--- src/rtl/id_bypass_scoreboard_if.sv ---
// Decode-stage hazard/bypass scoreboard signal bundle: ID-side request inputs
// and the operand-mux select / stall results.
interface id_bypass_scoreboard_if #(
    parameter int unsigned AW   = 5,
    parameter int unsigned LW   = 2,
    parameter int unsigned SELW = 3
);
    logic [AW-1:0]   id_rs;
    logic [AW-1:0]   id_rt;
    logic            id_rs_rd;
    logic            id_rt_rd;
    logic            id_wr_en;
    logic [AW-1:0]   id_dst;
    logic [LW-1:0]   id_lat;
    logic            id_issue;
    logic            pipe_adv;
    logic            flush;
    logic [SELW-1:0] fwd_sel_a;
    logic [SELW-1:0] fwd_sel_b;
    logic            stall;
    logic [SELW-1:0] stall_slot;
    logic [31:0]     stall_cnt;

    modport master (
        output id_rs, id_rt, id_rs_rd, id_rt_rd, id_wr_en, id_dst, id_lat,
               id_issue, pipe_adv, flush,
        input  fwd_sel_a, fwd_sel_b, stall, stall_slot, stall_cnt
    );

    modport slave (
        input  id_rs, id_rt, id_rs_rd, id_rt_rd, id_wr_en, id_dst, id_lat,
               id_issue, pipe_adv, flush,
        output fwd_sel_a, fwd_sel_b, stall, stall_slot, stall_cnt
    );
endinterface

--- src/rtl/id_bypass_scoreboard.sv ---
// ID-stage writer shadow pipeline producing per-operand bypass selects and the load-use stall.
// Optional stall-cycle counter enabled by defining ID_SB_STALL_CNT_EN.
module id_bypass_scoreboard #(
    parameter int unsigned NSTAGE = 4,
    parameter int unsigned AW     = 5,
    parameter int unsigned LW     = 2,
    parameter int unsigned SELW   = 3
) (
    input logic               clk,
    input logic               resetn,
    id_bypass_scoreboard_if.slave sb
);
    localparam int unsigned FLUSH_SLOTS = 2;

    typedef struct packed {
        logic          v;
        logic [AW-1:0] dst;
        logic [LW-1:0] lat;
    } slot_t;

    slot_t slot_q  [NSTAGE];
    slot_t slot_sq [NSTAGE];
    slot_t slot_d  [NSTAGE];

    logic [AW-1:0]   src  [2];
    logic            rd   [2];
    logic [SELW-1:0] sel  [2];
    logic [SELW-1:0] pos  [2];
    logic            stl  [2];
    logic            found;

    // Squash is applied before the shift so flushed entries travel on as bubbles.
    always_comb begin
        for (int unsigned i = 0; i < NSTAGE; i++) begin
            slot_sq[i] = slot_q[i];
            if (sb.flush && i < FLUSH_SLOTS) slot_sq[i].v = 1'b0;
        end
        for (int unsigned i = 0; i < NSTAGE; i++) slot_d[i] = slot_sq[i];
        if (sb.pipe_adv) begin
            slot_d[0] = '0;
            if (sb.id_issue && sb.id_wr_en && sb.id_dst != '0 && !sb.flush) begin
                slot_d[0].v   = 1'b1;
                slot_d[0].dst = sb.id_dst;
                slot_d[0].lat = sb.id_lat;
            end
            for (int unsigned i = 1; i < NSTAGE; i++) slot_d[i] = slot_sq[i-1];
        end
    end

    always_ff @(posedge clk or negedge resetn) begin
        if (!resetn) begin
            for (int unsigned i = 0; i < NSTAGE; i++) slot_q[i] <= '0;
        end else begin
            for (int unsigned i = 0; i < NSTAGE; i++) slot_q[i] <= slot_d[i];
        end
    end

    // Scan upward and keep only the first hit so the youngest writer wins.
    always_comb begin
        src[0] = sb.id_rs;
        src[1] = sb.id_rt;
        rd[0]  = sb.id_rs_rd;
        rd[1]  = sb.id_rt_rd;
        found  = 1'b0;
        for (int unsigned op = 0; op < 2; op++) begin
            sel[op] = '0;
            pos[op] = '0;
            stl[op] = 1'b0;
            found   = 1'b0;
            for (int unsigned j = 0; j < NSTAGE; j++) begin
                if (!found && slot_q[j].v && slot_q[j].dst == src[op] &&
                    src[op] != '0 && rd[op]) begin
                    found   = 1'b1;
                    pos[op] = SELW'(j + 1);
                    if (j >= 32'(slot_q[j].lat)) sel[op] = SELW'(j + 1);
                    else                         stl[op] = 1'b1;
                end
            end
        end
    end

    always_comb begin
        sb.fwd_sel_a  = sel[0];
        sb.fwd_sel_b  = sel[1];
        sb.stall      = stl[0] | stl[1];
        sb.stall_slot = '0;
        if (stl[0] && stl[1])  sb.stall_slot = (pos[0] < pos[1]) ? pos[0] : pos[1];
        else if (stl[0])       sb.stall_slot = pos[0];
        else if (stl[1])       sb.stall_slot = pos[1];
    end

`ifdef ID_SB_STALL_CNT_EN
    logic [31:0] cnt_q;

    always_ff @(posedge clk or negedge resetn) begin
        if (!resetn) begin
            cnt_q <= '0;
        end else if (sb.stall && cnt_q != '1) begin
            cnt_q <= cnt_q + 32'd1;
        end
    end

    always_comb sb.stall_cnt = cnt_q;
`else
    always_comb sb.stall_cnt = '0;
`endif

endmodule

--- src/flat_wrapper.sv ---
// flat-port wrapper written by rule: the top's interface ports become plain ports
module id_bypass_scoreboard_flat 
#(
    parameter int unsigned NSTAGE = 4,
    parameter int unsigned AW     = 5,
    parameter int unsigned LW     = 2,
    parameter int unsigned SELW   = 3
)
  (clk, resetn, sb_id_rs, sb_id_rt, sb_id_rs_rd, sb_id_rt_rd, sb_id_wr_en, sb_id_dst, sb_id_lat, sb_id_issue, sb_pipe_adv, sb_flush, sb_fwd_sel_a, sb_fwd_sel_b, sb_stall, sb_stall_slot, sb_stall_cnt);
  id_bypass_scoreboard_if #(.AW(AW), .LW(LW), .SELW(SELW)) sb_i ();
  input logic clk;
  input logic resetn;
  input wire logic [$bits(sb_i.id_rs)-1:0] sb_id_rs;
  input wire logic [$bits(sb_i.id_rt)-1:0] sb_id_rt;
  input wire logic [$bits(sb_i.id_rs_rd)-1:0] sb_id_rs_rd;
  input wire logic [$bits(sb_i.id_rt_rd)-1:0] sb_id_rt_rd;
  input wire logic [$bits(sb_i.id_wr_en)-1:0] sb_id_wr_en;
  input wire logic [$bits(sb_i.id_dst)-1:0] sb_id_dst;
  input wire logic [$bits(sb_i.id_lat)-1:0] sb_id_lat;
  input wire logic [$bits(sb_i.id_issue)-1:0] sb_id_issue;
  input wire logic [$bits(sb_i.pipe_adv)-1:0] sb_pipe_adv;
  input wire logic [$bits(sb_i.flush)-1:0] sb_flush;
  output wire logic [$bits(sb_i.fwd_sel_a)-1:0] sb_fwd_sel_a;
  output wire logic [$bits(sb_i.fwd_sel_b)-1:0] sb_fwd_sel_b;
  output wire logic [$bits(sb_i.stall)-1:0] sb_stall;
  output wire logic [$bits(sb_i.stall_slot)-1:0] sb_stall_slot;
  output wire logic [$bits(sb_i.stall_cnt)-1:0] sb_stall_cnt;
  assign sb_i.id_rs = sb_id_rs;
  assign sb_i.id_rt = sb_id_rt;
  assign sb_i.id_rs_rd = sb_id_rs_rd;
  assign sb_i.id_rt_rd = sb_id_rt_rd;
  assign sb_i.id_wr_en = sb_id_wr_en;
  assign sb_i.id_dst = sb_id_dst;
  assign sb_i.id_lat = sb_id_lat;
  assign sb_i.id_issue = sb_id_issue;
  assign sb_i.pipe_adv = sb_pipe_adv;
  assign sb_i.flush = sb_flush;
  assign sb_fwd_sel_a = sb_i.fwd_sel_a;
  assign sb_fwd_sel_b = sb_i.fwd_sel_b;
  assign sb_stall = sb_i.stall;
  assign sb_stall_slot = sb_i.stall_slot;
  assign sb_stall_cnt = sb_i.stall_cnt;
  id_bypass_scoreboard #(.NSTAGE(NSTAGE), .AW(AW), .LW(LW), .SELW(SELW)) u_core (.clk(clk), .resetn(resetn), .sb(sb_i));
endmodule
--- config.mk ---
export PLATFORM = sky130hd
export DESIGN_NAME = id_bypass_scoreboard_flat
export DESIGN_NICKNAME = d
export VERILOG_FILES = /design/src/rtl/id_bypass_scoreboard_if.sv /design/src/rtl/id_bypass_scoreboard.sv /design/src/flat_wrapper.sv
export SDC_FILE = /design/constraint.sdc
export NUM_CORES = 1
export LEC_CHECK = 0
export ABC_AREA = 1
export BUFFER_PORTS_ARGS = -buffer_cell sky130_fd_sc_hd__buf_4
export CAP_MARGIN = 5
export CORE_ASPECT_RATIO = 0.6
export CORE_MARGIN = 2
export CORE_UTILIZATION = 57
export CTS_CLUSTER_DIAMETER = 200
export CTS_CLUSTER_SIZE = 25
export DETAILED_ROUTE_END_ITERATION = 7
export GPL_TIMING_DRIVEN = 1
export PLACE_DENSITY = 0.86
export SYNTH_ARGS = -nofsm -noshare
export SYNTH_HDL_FRONTEND = slang
export SYNTH_SLANG_ARGS = --single-unit
--- constraint.sdc ---
create_clock -name clk -period 5.24 [get_ports clk]
set_clock_uncertainty 0.05 [all_clocks]
set_input_delay 0.262 -clock clk [delete_from_list [all_inputs] [get_ports clk]]
set_output_delay 0.262 -clock clk [all_outputs]
set_load 0.005 [all_outputs]
**Word-level counts from Yosys, hierarchy flattened**

Index checks and enable logic that the tools add are counted.

- Bits in registers: 32
- Input bits: 25

- Reductions and logical operators: 44
- Eq/ne operators: 8
- Muxes and demuxes: 46
- Bitwise operators: 1
- Order comparisons: 4

Operators by type and width:

| cell | count |
|---|---|
| two-way mux 3 bit | 18 |
| == test 5 bit | 8 |
| logical AND 1 bit | 34 |
| two-way mux 32 bit | 1 |
| two-way mux 1 bit | 22 |
| nonzero test 5 bit | 3 |
| two-way mux 2 bit | 4 |
| two-way mux 8 bit | 1 |
| zero test 1 bit | 7 |
| greater-or-equal comparator 1 x 2 -> 1 bit (first input constant) | 2 |
| < comparator 3 bit | 1 |
| greater-or-equal comparator 2 bit (first input constant) | 1 |
| bitwise OR 1 bit | 1 |

**Depth between registers and ports, before layout**

Gate-level depths: netlist of the first run.

- Depth in word-level cells: 26
- Gate-level depth with buffers: 19
- Mapped depth without buffers: 19

**Least setup slack after synthesis of the first run**

No wires, ideal clock.

- Path kind: in2out
- Start point: input sb_id_rs[0]
- End point: output sb_stall_slot[1]
- Arrival time: 2.202 ns
- Buffers on the path: 1
- Slack: 2.726 ns
- Stages: 14
- Data required time: 4.928 ns
- Cells stage by stage: buf_4 -> nor2_4 -> nand4_1 -> nand2_1 -> nor2_4 -> inv_1 -> nand3_1 -> nor4_1 -> ha_1 -> a21oi_1 -> nand2_2 -> nand2_1 -> nand3_1 -> nand2_1

- Longest elaborated chain between the ends: 26
- Elaborated cells between the ends (all ways): 40
- Classes of those cells: order compare: 1; eq/ne: 4; mux: 15; reduce/logical: 20

RTL lines:

| item | RTL line | text |
|---|---|---|
| start, declared | flat_wrapper.sv:13 | `input wire logic [$bits(sb_i.id_rs)-1:0] sb_id_rs;` |
| == test 5 bit | id_bypass_scoreboard.sv:71 | `if (!found && slot_q[j].v && slot_q[j].dst == src[op] &&` |
| logical AND 1 bit (2 in series) | id_bypass_scoreboard.sv:71 |  |
| logical AND 1 bit | id_bypass_scoreboard.sv:72 | `src[op] != '0 && rd[op]) begin` |
| two-way mux 1 bit | id_bypass_scoreboard.sv:71 |  |
| zero test 1 bit | id_bypass_scoreboard.sv:71 |  |
| logical AND 1 bit (3 in series) | id_bypass_scoreboard.sv:71 |  |
| logical AND 1 bit | id_bypass_scoreboard.sv:72 |  |
| two-way mux 1 bit | id_bypass_scoreboard.sv:71 |  |
| [... 5 more ...] | - |  |
| two-way mux 1 bit | id_bypass_scoreboard.sv:71 |  |
| zero test 1 bit | id_bypass_scoreboard.sv:71 |  |
| logical AND 1 bit (3 in series) | id_bypass_scoreboard.sv:71 |  |
| logical AND 1 bit | id_bypass_scoreboard.sv:72 |  |
| two-way mux 3 bit | id_bypass_scoreboard.sv:71 |  |
| < comparator 3 bit | id_bypass_scoreboard.sv:87 | `if (stl[0] && stl[1]) sb.stall_slot = (pos[0] < pos[1]) ? pos[0] : pos[1];` |
| two-way mux 3 bit | id_bypass_scoreboard.sv:87 |  |
| two-way mux 3 bit (*) | id_bypass_scoreboard.sv:87 |  |
| end, declared | flat_wrapper.sv:26 | `output wire logic [$bits(sb_i.stall_slot)-1:0] sb_stall_slot;` |

Mark *: on every way between the ends. The rest lies on a longest branch, timed or not.

**Worst setup path after layout of the first run**

- Start point: register, netlist name u_core.slot_q[19]
- End point: output sb_stall_slot[1]

- Longest elaborated chain between the ends: 20
- Elaborated cells between the ends (all ways): 50
- Classes of those cells: order compare: 1; eq/ne: 2; mux: 20; reduce/logical: 27

RTL lines:

| item | RTL line |
|---|---|
| == test 5 bit | id_bypass_scoreboard.sv:71 |
| logical AND 1 bit (2 in series) | id_bypass_scoreboard.sv:71 |
| logical AND 1 bit | id_bypass_scoreboard.sv:72 |
| two-way mux 1 bit | id_bypass_scoreboard.sv:71 |
| zero test 1 bit | id_bypass_scoreboard.sv:71 |
| logical AND 1 bit (3 in series) | id_bypass_scoreboard.sv:71 |
| logical AND 1 bit | id_bypass_scoreboard.sv:72 |
| two-way mux 1 bit | id_bypass_scoreboard.sv:71 |
| zero test 1 bit | id_bypass_scoreboard.sv:71 |
| logical AND 1 bit (3 in series) | id_bypass_scoreboard.sv:71 |
| logical AND 1 bit | id_bypass_scoreboard.sv:72 |
| two-way mux 3 bit | id_bypass_scoreboard.sv:71 |
| < comparator 3 bit / two-way mux 3 bit (equally long branches) | id_bypass_scoreboard.sv:87, id_bypass_scoreboard.sv:89 |
| two-way mux 3 bit (on tied branches) | id_bypass_scoreboard.sv:87, id_bypass_scoreboard.sv:88 |
| two-way mux 3 bit (*) | id_bypass_scoreboard.sv:87 |

Marked as above.

==> qor.txt, run 1 <==
slowest CP cell = nor4_1
Sw Pwr = 192 uW
Comb pwr share = 20.4%
CP endpoint kind = primary output
CP max stage delay = 450 ps
initial antenna violation count = 0
main combinational cell family by area after synthesis = simple AND/OR/NAND/NOR gates
setup TNS = 0 ps
Final Hold Viols = 0
fin crit period = 3110 ps
Compound-Gate Fraction of Synth Area = 12.2%
Crit path top cell by count = nand3_1
num ports = 67
Max-slew headroom = 65.6%
worst vdd rail ir drop = 135 uV
Post-Route WL = 6060 um
Area Overhead vs Synth = 11.0%
H-tree depth = 2
Std-Cell Rows = 18
drt wl/cell = 13.2 um
biggest regs = u_core.slot_q: 30 flops
GR Overflow Total = 0
status = finished, final reports clean
sequential fraction of the synthesis area = 30.2%
Detailed Route Iter0 Violations = 193
first-pass GRT wire length = 9840 um
Die ar. = 4920 sq um
post-route cell area = 2760 sq um
Die W = 89.3 um
worst path required time = 4930 ps
CP Buf/Inv Count = 2
clock slew at reported path FFs = 80 ps
RSZ-0062 raised after global routing = no
CP Data Arrival Time = 2800 ps
worst-path fanout max = 7
CTS Buf Count = 5
Num Clock Sinks = 30
worst hold slack = 166 ps
Synth Area in XOR/XNOR = 3.52%
# diodes = 0
drt pass-1 iters = 4
sequential share of power = 44.5%
Max Cap Viol = 0
crit-path cells = inv_1 > o21ai_0 > nor2_1 > nand3_2 > nand3_1 > nor4_1 > ha_1 > a21oi_1 > nand3_1 > nand3_1 > nand2_1 > buf_4
crit share post-route = 59.3%
f_max = 322 MHz
vias in the first global route = 2038
share of layout cells above drive strength 1 = 21.3%
Total Routing Usage GR = 27.4%
largest net degree at the start of global routing = 53
PwrDens = 213 nW/um^2
max-slew violation count = 0
via/cell ratio = 5.09
antenna viol nets, final = 0
switching share of power = 32.7%
postcts setup bufs = 0
CP top delay family = simple AND/OR/NAND/NOR gates
Yosys warnings = 0
Core ar. = 4140 sq um
area of the mapped netlist = 2490 sq um
Static Leakage = 1.46 nW
Port Buf Inserts = 34
setup violators final = 0
DP Wirelength = 4790 um
Largest register FFs = 30
DRC = 0
total chip power = 588 uW
Adder-Cell Fraction of Synth Area = 1.51%
Syn Area/Cell = 6.79 sq um
CTS tree = built
Initial Util = 60.0%
post-synthesis mux area share = 0.453%
DIE HEIGHT = 55.2 um
DP Area = 2660 sq um
Hold Path Class = in2reg
Yosys cell types = 32
clock group share of total power = 35.0%
clk root buf = clkbuf_8
critical path class = reg2out
Final Wtd Congestion = 0.945
Worst-Margin Slew = 512 ps
most common cell after layout, fill and taps aside = nand2_1
clock tree buffer depth = 2
Post-Syn Instances = 366
simple-gate share of the synthesized area = 32.9%
Pint = 396 uW
via count = 2343
Biggest register = u_core.slot_q
Yosys reg bits = 30
fin nets = 427
Post-Route Utilization = 66.6%
crit start category = flop
Clk Latency, worst-skew pair = 300 ps
commonest non-fill, non-tap cells in the layout = nand2_1 (97), inv_1 (41), buf_4 (34)
per-layer routing:
metal	wire, um	track usage (%)	vias up
met5	0	0	-
met4	49	7.21	0
met3	577	6.53	8
met2	2490	39.1	104
met1	2950	41.3	1066
li1	-	-	1165
stage by stage:
step | cells | setup WS (ps)
6_report | 460 | 2130
2_1_floorplan | 397 | 2730
3_3_place_gp | 451 | 2570
3_5_place_dp | 451 | 2420
5_1_grt | 460 | 1890
4_1_cts | 460 | 2140
worst min-delay path, cell delays in order:
cell and delay (ps):
buf_4 110, inv_1 40, o22ai_1 60
cell type report:
type / instances / area (sq um)
Clock inverter: 2 / 12.5
Fill cell: 396 / 1380
Multi-Input combinational cell: 275 / 1380
Inverter: 52 / 195
Sequential cell: 30 / 751
Timing Repair Buffer: 35 / 265
Tap cell: 60 / 75.1
Clock buffer: 6 / 82.6
power by group through the flow:
| stage | Sequential [mW] | Clock, mW | Combinational, mW |
|---|---|---|---|
| floorplan | 0.261 | 0 | 0.0939 |
| global placement | 0.265 | 0 | 0.114 |
| detailed placement | 0.266 | 0 | 0.117 |
| CTS | 0.261 | 0.207 | 0.118 |
| global route | 0.264 | 0.219 | 0.136 |
| finish | 0.262 | 0.206 | 0.120 |
synth_stat cells, drive strengths merged:
| cell | count | share of area, % |
|---|---|---|
| nand2 | 109 | 18 |
| inv | 52 | 7.9 |
| buf | 35 | 10 |
| nor2 | 35 | 7.2 |
| dfrtp | 30 | 30 |
| o21ai | 24 | 4.8 |
| nand3 | 20 | 4.6 |
| a21oi | 13 | 2.9 |
| o22ai | 10 | 2.5 |
| nand4 | 7 | 1.8 |
| clkbuf | 5 | 0.75 |
| xnor2 | 5 | 1.8 |
| xor2 | 5 | 1.8 |
| nor3 | 4 | 1.2 |
| ha | 3 | 1.5 |
| o211ai | 3 | 0.91 |
| a221oi | 1 | 0.35 |
| a31o | 1 | 0.35 |
| conb | 1 | 0.15 |
| mux2 | 1 | 0.45 |
| nor4 | 1 | 0.25 |
| o2111ai | 1 | 0.35 |
cell families (layout without fill, tap and decap cells):
group / count (synthesis) / after routing
AO/OA/AOI/OAI: 53 / 53
XOR/XNOR: 10 / 10
adder cells (fa/ha/maj): 3 / 3
buffers and inverters: 92 / 95
flip-flops: 30 / 30
multiplexers: 1 / 1
other: 1 / 32
AND/OR/NAND/NOR: 176 / 176
final timing paths:
path / start / endpoint / slack (ps) / cells past startpoint
worst max-delay path: u_core.slot_q[19] / sb_stall_slot[1] / 2130 / 12
worst min-delay path: sb_id_dst[0] / u_core.slot_q[26] / 170 / 3
worst max register to register: u_core.slot_q[27] / u_core.slot_q[27] / 4370 / 2
worst min register to register: u_core.slot_q[19] / u_core.slot_q[11] / 450 / 2
max in group asynchronous: resetn / u_core.slot_q[15] / 4470 / 2
min in group asynchronous: resetn / u_core.slot_q[26] / 380 / 2
timing repair:
action                    in CTS  in global routing
hold endpoints to repair      30                  0
hold buffers                   1                  0
gates resized for setup        0                  0
Power figures use the tool's default switching activity.
==> run 2: changes to the inputs <==
--- a/config.mk
+++ b/config.mk
@@ -5,17 +5,17 @@
 export SDC_FILE = /design/constraint.sdc
 export NUM_CORES = 1
 export LEC_CHECK = 0
-export ABC_AREA = 1
+export ABC_AREA = 0
 export BUFFER_PORTS_ARGS = -buffer_cell sky130_fd_sc_hd__buf_4
 export CAP_MARGIN = 5
 export CORE_ASPECT_RATIO = 0.6
 export CORE_MARGIN = 2
-export CORE_UTILIZATION = 57
+export CORE_UTILIZATION = 53
 export CTS_CLUSTER_DIAMETER = 200
 export CTS_CLUSTER_SIZE = 25
 export DETAILED_ROUTE_END_ITERATION = 7
 export GPL_TIMING_DRIVEN = 1
-export PLACE_DENSITY = 0.86
+export PLACE_DENSITY = 0.81
 export SYNTH_ARGS = -nofsm -noshare
 export SYNTH_HDL_FRONTEND = slang
 export SYNTH_SLANG_ARGS = --single-unit
==> constraint.sdc (replaced) <==
create_clock -name clk -period 3.2 [get_ports clk]
set_clock_uncertainty 0.05 [all_clocks]
set_input_delay 0.16 -clock clk [delete_from_list [all_inputs] [get_ports clk]]
set_output_delay 0.16 -clock clk [all_outputs]
set_load 0.005 [all_outputs]
==> run 2 against run 1 <==
Net effect: final cell count decreased by 26%; highest routed layer unchanged; global-route usage down 6.9 points; critical path type unchanged; critical path depth down 2; sequential share of layout area increased by 0.95 points; largest power group unchanged; utilization decreased by 2.8 points; synthesized cell count decreased by 33%; setup slack worse by 2200 ps; routed wire length decreased by 17%; worst hold slack worse by 140 ps; count of clock-buffer cells in the layout unchanged; the flow now finishes with violations (negative setup slack).
==> qor.txt, run 2 <==
GR Overflow Total = 0 (unchanged)
Worst Setup EP = sb_stall_slot[1]
fin crit period = 3230 ps
DRC = 0 (unchanged)
biggest regs = u_core.slot_q: 30 flops
first-pass GRT wire length = 8120 um (-17%)
DP Area = 2500 sq um (-5.9%)
Die W = 90.1 um (+0.96%)
Max Cap Viol = 0 (unchanged)
Std-Cell Rows = 18 (unchanged)
# diodes = 0 (unchanged)
crit start category = flop
CTS Buf Count = 5 (unchanged)
PwrDens = 337 nW/um^2 (+58%)
register area = 752 sq um (+0.17%)
share of layout cells above drive strength 1 = 31.6% (+10 points)
vias in the first global route = 1682 (-17%)
critical path class = reg2out
drt pass-1 iters = 4 (unchanged)
DP Wirelength = 3880 um (-19%)
post-route cell area = 2670 sq um (-3.2%)
dpl ws = 168 ps (-2250 ps)
worst hold slack = 23.6 ps (-143 ps)
CP Data Arrival Time = 3020 ps (+220 ps)
worst-path fanout max = 4 (-3)
worst setup margin = -28.5 ps (-2160 ps)
Largest register FFs = 30 (unchanged)
num ports = 67 (unchanged)
RSZ-0062 raised after global routing = yes
Post-Route WL = 5060 um (-17%)
max-slew violation count = 0 (unchanged)
Hold Path Class = in2reg
drt wl/cell = 14.8 um (+12%)
Reg2Reg Setup Slack = 2190 ps (-2180 ps)
Yosys warnings = 0 (unchanged)
setup TNS = -28.5 ps (-28.5 ps)
Synth top area share = 31.8% (+1.6 points)
clock tree buffer depth = 2 (unchanged)
count leader, synth = buf_4
Initial Util = 56.3% (-3.7 points)
Num Clock Sinks = 30 (unchanged)
H-tree depth = 2 (unchanged)
Clk Latency, worst-skew pair = 290 ps (about the same)
RR Endpoint = u_core.slot_q[31]
clock slew at reported path FFs = 60 ps (-20 ps)
sequential fraction of the synthesis area = 31.8% (+1.6 points)
Final Hold Viols = 0 (unchanged)
Die ar. = 5020 sq um (+1.9%)
via/cell ratio = 5.23 (+2.8%)
CP startpoint = u_core.slot_q[30]
most common cell after layout, fill and taps aside = buf_4
Final Wtd Congestion = 0.881 (-6.8%)
Post-Syn Instances = 247 (-33%)
CP endpoint kind = primary output
Static Leakage = 1.23 nW (-16%)
area of the mapped netlist = 2360 sq um (-5.1%)
Yosys cell types = 47 (+47%)
setup violators final = 1 (+1)
Port Buf Inserts = 34 (unchanged)
Core ar. = 4190 sq um (+1.1%)
worst vdd rail ir drop = 206 uV (+52%)
DIE HEIGHT = 55.7 um (+0.93%)
Syn Area/Cell = 9.55 sq um (+41%)
f_max = 310 MHz
commonest non-fill, non-tap cells in the layout = buf_4 (40), conb_1 (32), dfrtp_1 (29)
Main synth FF type = dfrtp_1
Biggest register = u_core.slot_q
Total Routing Usage GR = 20.5% (-6.9 points)
Detailed Route Iter0 Violations = 147 (-24%)
crit share post-route = 101%
clk root buf = clkbuf_8
status = complete, but fails checks
dominant cell type by area after synthesis = dfrtp_1
Area Overhead vs Synth = 13.3%
worst path required time = 2990 ps (-1940 ps)
largest net degree at the start of global routing = 34 (-36%)
asr flop ratio synth = 100% (unchanged)
fin nets = 309 (-28%)
Yosys reg bits = 30 (unchanged)
failing checks = negative setup slack
antenna viol nets, final = 0 (unchanged)
Post-synth top cells = buf_4 (32), dfrtp_1 (30), xnor2_1 (22), mux2_2 (19), xor2_1 (18)
CTS tree = built
Max-slew headroom = 66.9% (+1.3 points)
r2r startpoint = u_core.slot_q[31]
number of enable flip-flop cells after synthesis = 0 (unchanged)
# fillers = 379 (-4.3%)
initial antenna violation count = 0 (unchanged)
Reg2Reg Depth = 2 (unchanged)
via count = 1790 (-24%)
footprint of the multi-input gates = 1390 sq um (+0.91%)
total chip power = 901 uW (+53%)
Worst-Margin Slew = 493 ps (-18.9 ps)
Area contributors post-synth = dfrtp_1 (32%), buf_4 (10%), mux2_2 (9.1%), xnor2_1 (8.2%), xor2_1 (6.7%)
run 2: changes by cell type after synthesis, sizes merged, moves of 8 or more:
cell   delta
nand2    -92
o22ai    -10
buf       +8
mux2     +18
o21ai    -11
nand3    -12
a21oi     -9
nor2     -27
inv      -42
xor2     +13
xnor2    +17
run 2: report_power, final:
group	switching [mW]	total [mW]	internal, mW
clock network	0.148	0.320	0.172
registers	0.0238	0.422	0.398
logic	0.0833	0.158	0.0748
total	0.255	0.901	0.645
run 2: cell families after synthesis:
family,synth area share (%)
flops,31.8
buf+inv,15.3
compound gates,9.28
simple gates,16.7
mux,10.3
other cells,0.159
fa+ha+maj,1.59
xor+xnor,14.9
run 2: how the worst min path moves through the flow:
stage                   endpoint          from  cells after the start
5_1_grt        u_core.slot_q[24]  sb_id_lat[0]                      3
3_3_place_gp   u_core.slot_q[29]        resetn                      1
6_report       u_core.slot_q[24]  sb_id_lat[0]                      3
2_1_floorplan  u_core.slot_q[10]        resetn                      0
3_5_place_dp   u_core.slot_q[29]        resetn                      1
4_1_cts        u_core.slot_q[24]  sb_id_lat[0]                      3
run 2: per-stage QoR:
stage	utilization, %	cells
after floorplan	-	278
after global placement	59.6	328
after detailed placement	59.6	328
after CTS	63.1	341
after global routing	63.8	342
final	63.8	342
run 2: area by class of cell:
cell class	count	share of cell area, %
Multi-Input combinational cell	192	52.1
Clock inverter	2	0.468
Tap cell	60	2.81
Inverter	10	1.41
Clock buffer	6	3.09
Sequential cell	30	28.1
Timing Repair Buffer	42	12.0
run 2: critical path: stages, from the launching register on:
cell     delay (ps)
dfrtp_1         390
xor2_1          150
or4_4           540
or4_4           460
or2b_1          180
ha_1            230
o21ai_2         120
a21oi_2          70
or3_4           330
a21oi_2         130
buf_4           120
run 2: routing by layer:
metal | global-route usage, % | vias to the layer above | routed length, um
met2 | 29.0 | 74 | 2120
met3 | 7.18 | 9 | 436
met1 | 29.5 | 861 | 2430
li1 | - | 846 | -
met5 | 0 | - | 0
met4 | 6.15 | 0 | 66
run 2: timing repair:
action,4_1_cts,5_1_grt
gates resized for setup,2,6
pin swaps,3,2
endpoints found under the setup margin,2,2
hold endpoints to repair,31,0
hold buffers,2,0
setup buffers,3,1
==> run 3: changes to the inputs <==
--- a/config.mk
+++ b/config.mk
@@ -9,7 +9,6 @@
 export BUFFER_PORTS_ARGS = -buffer_cell sky130_fd_sc_hd__buf_4
 export CAP_MARGIN = 5
 export CORE_ASPECT_RATIO = 0.6
-export CORE_MARGIN = 2
 export CORE_UTILIZATION = 53
 export CTS_CLUSTER_DIAMETER = 200
 export CTS_CLUSTER_SIZE = 25
==> run 3 against run 2 <==
Net effect: the run still ends with negative setup slack left; routed wire length grew 0.40%; die area shrank 5.7%; cell area grew 1.2%; total power shrank 0.11%; utilization grew 0.78 points; critical path depth grew 1; worst hold slack gained 11 ps; setup slack gained 3.2 ps; combinational power grew 3%; largest cell class unchanged; largest power group unchanged; sequential share of layout area shrank 0.34 points; clock power shrank 1%; highest routed layer unchanged; final cell count grew 1.5%.
==> qor.txt, run 3 (synthesized netlist as in run 2, its figures left out) <==
crit share post-route = 101% (about the same)
Std-Cell Rows = 18 (unchanged)
f_max = 310 MHz (about the same)
num ports = 67 (unchanged)
Reg2Reg Depth = 2 (unchanged)
worst setup margin = -25.3 ps (+3.20 ps)
worst path required time = 2990 ps (about the same)
crit start category = flop
largest net degree at the start of global routing = 34 (unchanged)
via count = 1806 (+0.89%)
Core ar. = 4190 sq um (unchanged)
Post-Route M1 WL = 2570 um (+5.6%)
uppermost routed layer = met4
CTS Buf Count = 5 (unchanged)
fin nets = 314 (+1.6%)
Post-Route Utilization = 64.5% (+0.78 points)
first-pass GRT wire length = 7880 um (-3.0%)
Reg2Reg Setup Slack = 2170 ps (-20 ps)
CP startpoint = u_core.slot_q[19]
setup TNS = -25.3 ps (+3.20 ps)
clock slew at reported path FFs = 60 ps (about the same)
Largest register FFs = 30 (unchanged)
worst vdd rail ir drop = 302 uV (+47%)
DRC = 0 (unchanged)
Total Routing Usage GR = 23.1% (+2.6 points)
share of layout cells above drive strength 1 = 32.8% (+1.2 points)
RR Endpoint = u_core.slot_q[31]
CTS tree = built
most common cell after layout, fill and taps aside = buf_4
drt pass-1 iters = 5 (+1)
CP endpoint kind = primary output
setup violators final = 1 (unchanged)
DP Wirelength = 3820 um (-1.6%)
Worst Setup EP = sb_stall_slot[1]
Max Cap Viol = 0 (unchanged)
clk root buf = clkbuf_8
GR Overflow Total = 0 (unchanged)
footprint of the multi-input gates = 1390 sq um (-0.36%)
Port Buf Inserts = 34 (unchanged)
Post-Route WL = 5080 um (+0.40%)
Die W = 88.1 um (-2.2%)
via/cell ratio = 5.20 (-0.56%)
CP Data Arrival Time = 3020 ps (about the same)
antenna viol nets, final = 0 (unchanged)
metal2 WL = 2180 um (+3.0%)
Final Wtd Congestion = 0.920 (+4.5%)
Num Clock Sinks = 30 (unchanged)
Clk Latency, worst-skew pair = 280 ps (about the same)
Area Overhead vs Synth = 14.6%
Detailed Route Iter0 Violations = 174 (+18%)
worst-path fanout max = 4 (unchanged)
RSZ-0062 raised after global routing = yes
initial antenna violation count = 0 (unchanged)
DIE HEIGHT = 53.7 um (-3.6%)
r2r startpoint = u_core.slot_q[31]
Biggest register = u_core.slot_q
# diodes = 0 (unchanged)
Die ar. = 4730 sq um (-5.7%)
clock tree buffer depth = 2 (unchanged)
critical path class = reg2out
Final Hold Viols = 0 (unchanged)
vias in the first global route = 1579 (-6.1%)
Routed met3 length = 319 um (-27%)
PwrDens = 333 nW/um^2 (-1.3%)
Initial Util = 56.3% (unchanged)
drt wl/cell = 14.6 um (-1.1%)
# fillers = 372 (-1.8%)
max-slew violation count = 0 (unchanged)
Static Leakage = 1.25 nW (+1.7%)
H-tree depth = 2 (unchanged)
register area = 752 sq um (unchanged)
fin crit period = 3230 ps (-3.20 ps)
biggest regs = u_core.slot_q: 30 flops
status = complete, but fails checks
Hold Path Class = in2reg
commonest non-fill, non-tap cells in the layout = buf_4 (45), conb_1 (32), dfrtp_1 (29)
failing checks = negative setup slack
run 3: changes by cell type in the layout (fill, tap and decap cells not counted):
| cell | previous run | this run |
|---|---|---|
| buf_4 | 40 | 45 |
| nor2_1 | 6 | 5 |
| nor2_2 | 1 | 2 |
| xnor2_1 | 21 | 22 |
| xnor2_2 | 1 | 0 |
run 3: layout make-up:
| class | instances | share of cell area [%] |
|---|---|---|
| multi-input cells | 192 | 51.3 |
| flip-flops and latches | 30 | 27.8 |
| repair buffers | 47 | 13.2 |
| clock buffers | 6 | 3.05 |
| well taps | 60 | 2.78 |
| inverters | 10 | 1.39 |
| clock inverters | 2 | 0.463 |
run 3: critical path: stages (launching register included):
cell	delay, ps
dfrtp_1	430
xnor2_1	170
nand4_1	140
or4_4	520
a21boi_0	160
or2b_1	250
ha_1	230
a211oi_2	170
a21oi_2	110
or3_4	340
a21oi_2	110
buf_4	110
run 3: worst min path at each step:
stage | start | to | slack [ps] | cells after the start
after floorplan | resetn | u_core.slot_q[10] | -190 | 0
after global placement | resetn | u_core.slot_q[29] | 60 | 1
after detailed placement | resetn | u_core.slot_q[29] | 50 | 1
after CTS | sb_id_lat[0] | u_core.slot_q[24] | 20 | 3
after global routing | sb_id_dst[0] | u_core.slot_q[26] | 50 | 3
final | sb_id_lat[0] | u_core.slot_q[24] | 30 | 3
run 3: routing by layer:
metal | vias to the layer above | global-route usage, %
li1 | 853 | -
met1 | 878 | 34.2
met2 | 73 | 34.0
met3 | 2 | 5.06
met4 | 0 | 6.45
met5 | - | 0
run 3: metrics by stage:
stage / power (mW) / hold slack, ps / std cells / setup WS [ps] / cell area (sq um)
after detailed placement: 0.577 / 54.9 / 328 / 172 / 2500
final: 0.899 / 34.5 / 347 / -25.3 / 2700
after CTS: 0.904 / 21.4 / 343 / -26.7 / 2660
after global placement: 0.572 / 55.4 / 328 / 223 / 2500
after global routing: 0.946 / 54.5 / 347 / -168 / 2700
after floorplan: 0.556 / -186 / 278 / 379 / 2470
run 3: repair_timing:
item                       in CTS  in global routing
pin swaps                       1                  5
hold endpoints to repair       31                  0
resized for setup               3                  5
setup buffers                   5                  4
hold buffers                    2                  0
setup endpoints to repair       2                  2
run 3: report_power, final:
part           internal [mW]  switching [mW]
Clock                  0.172           0.144
Sequential             0.398          0.0232
Combinational         0.0769          0.0847
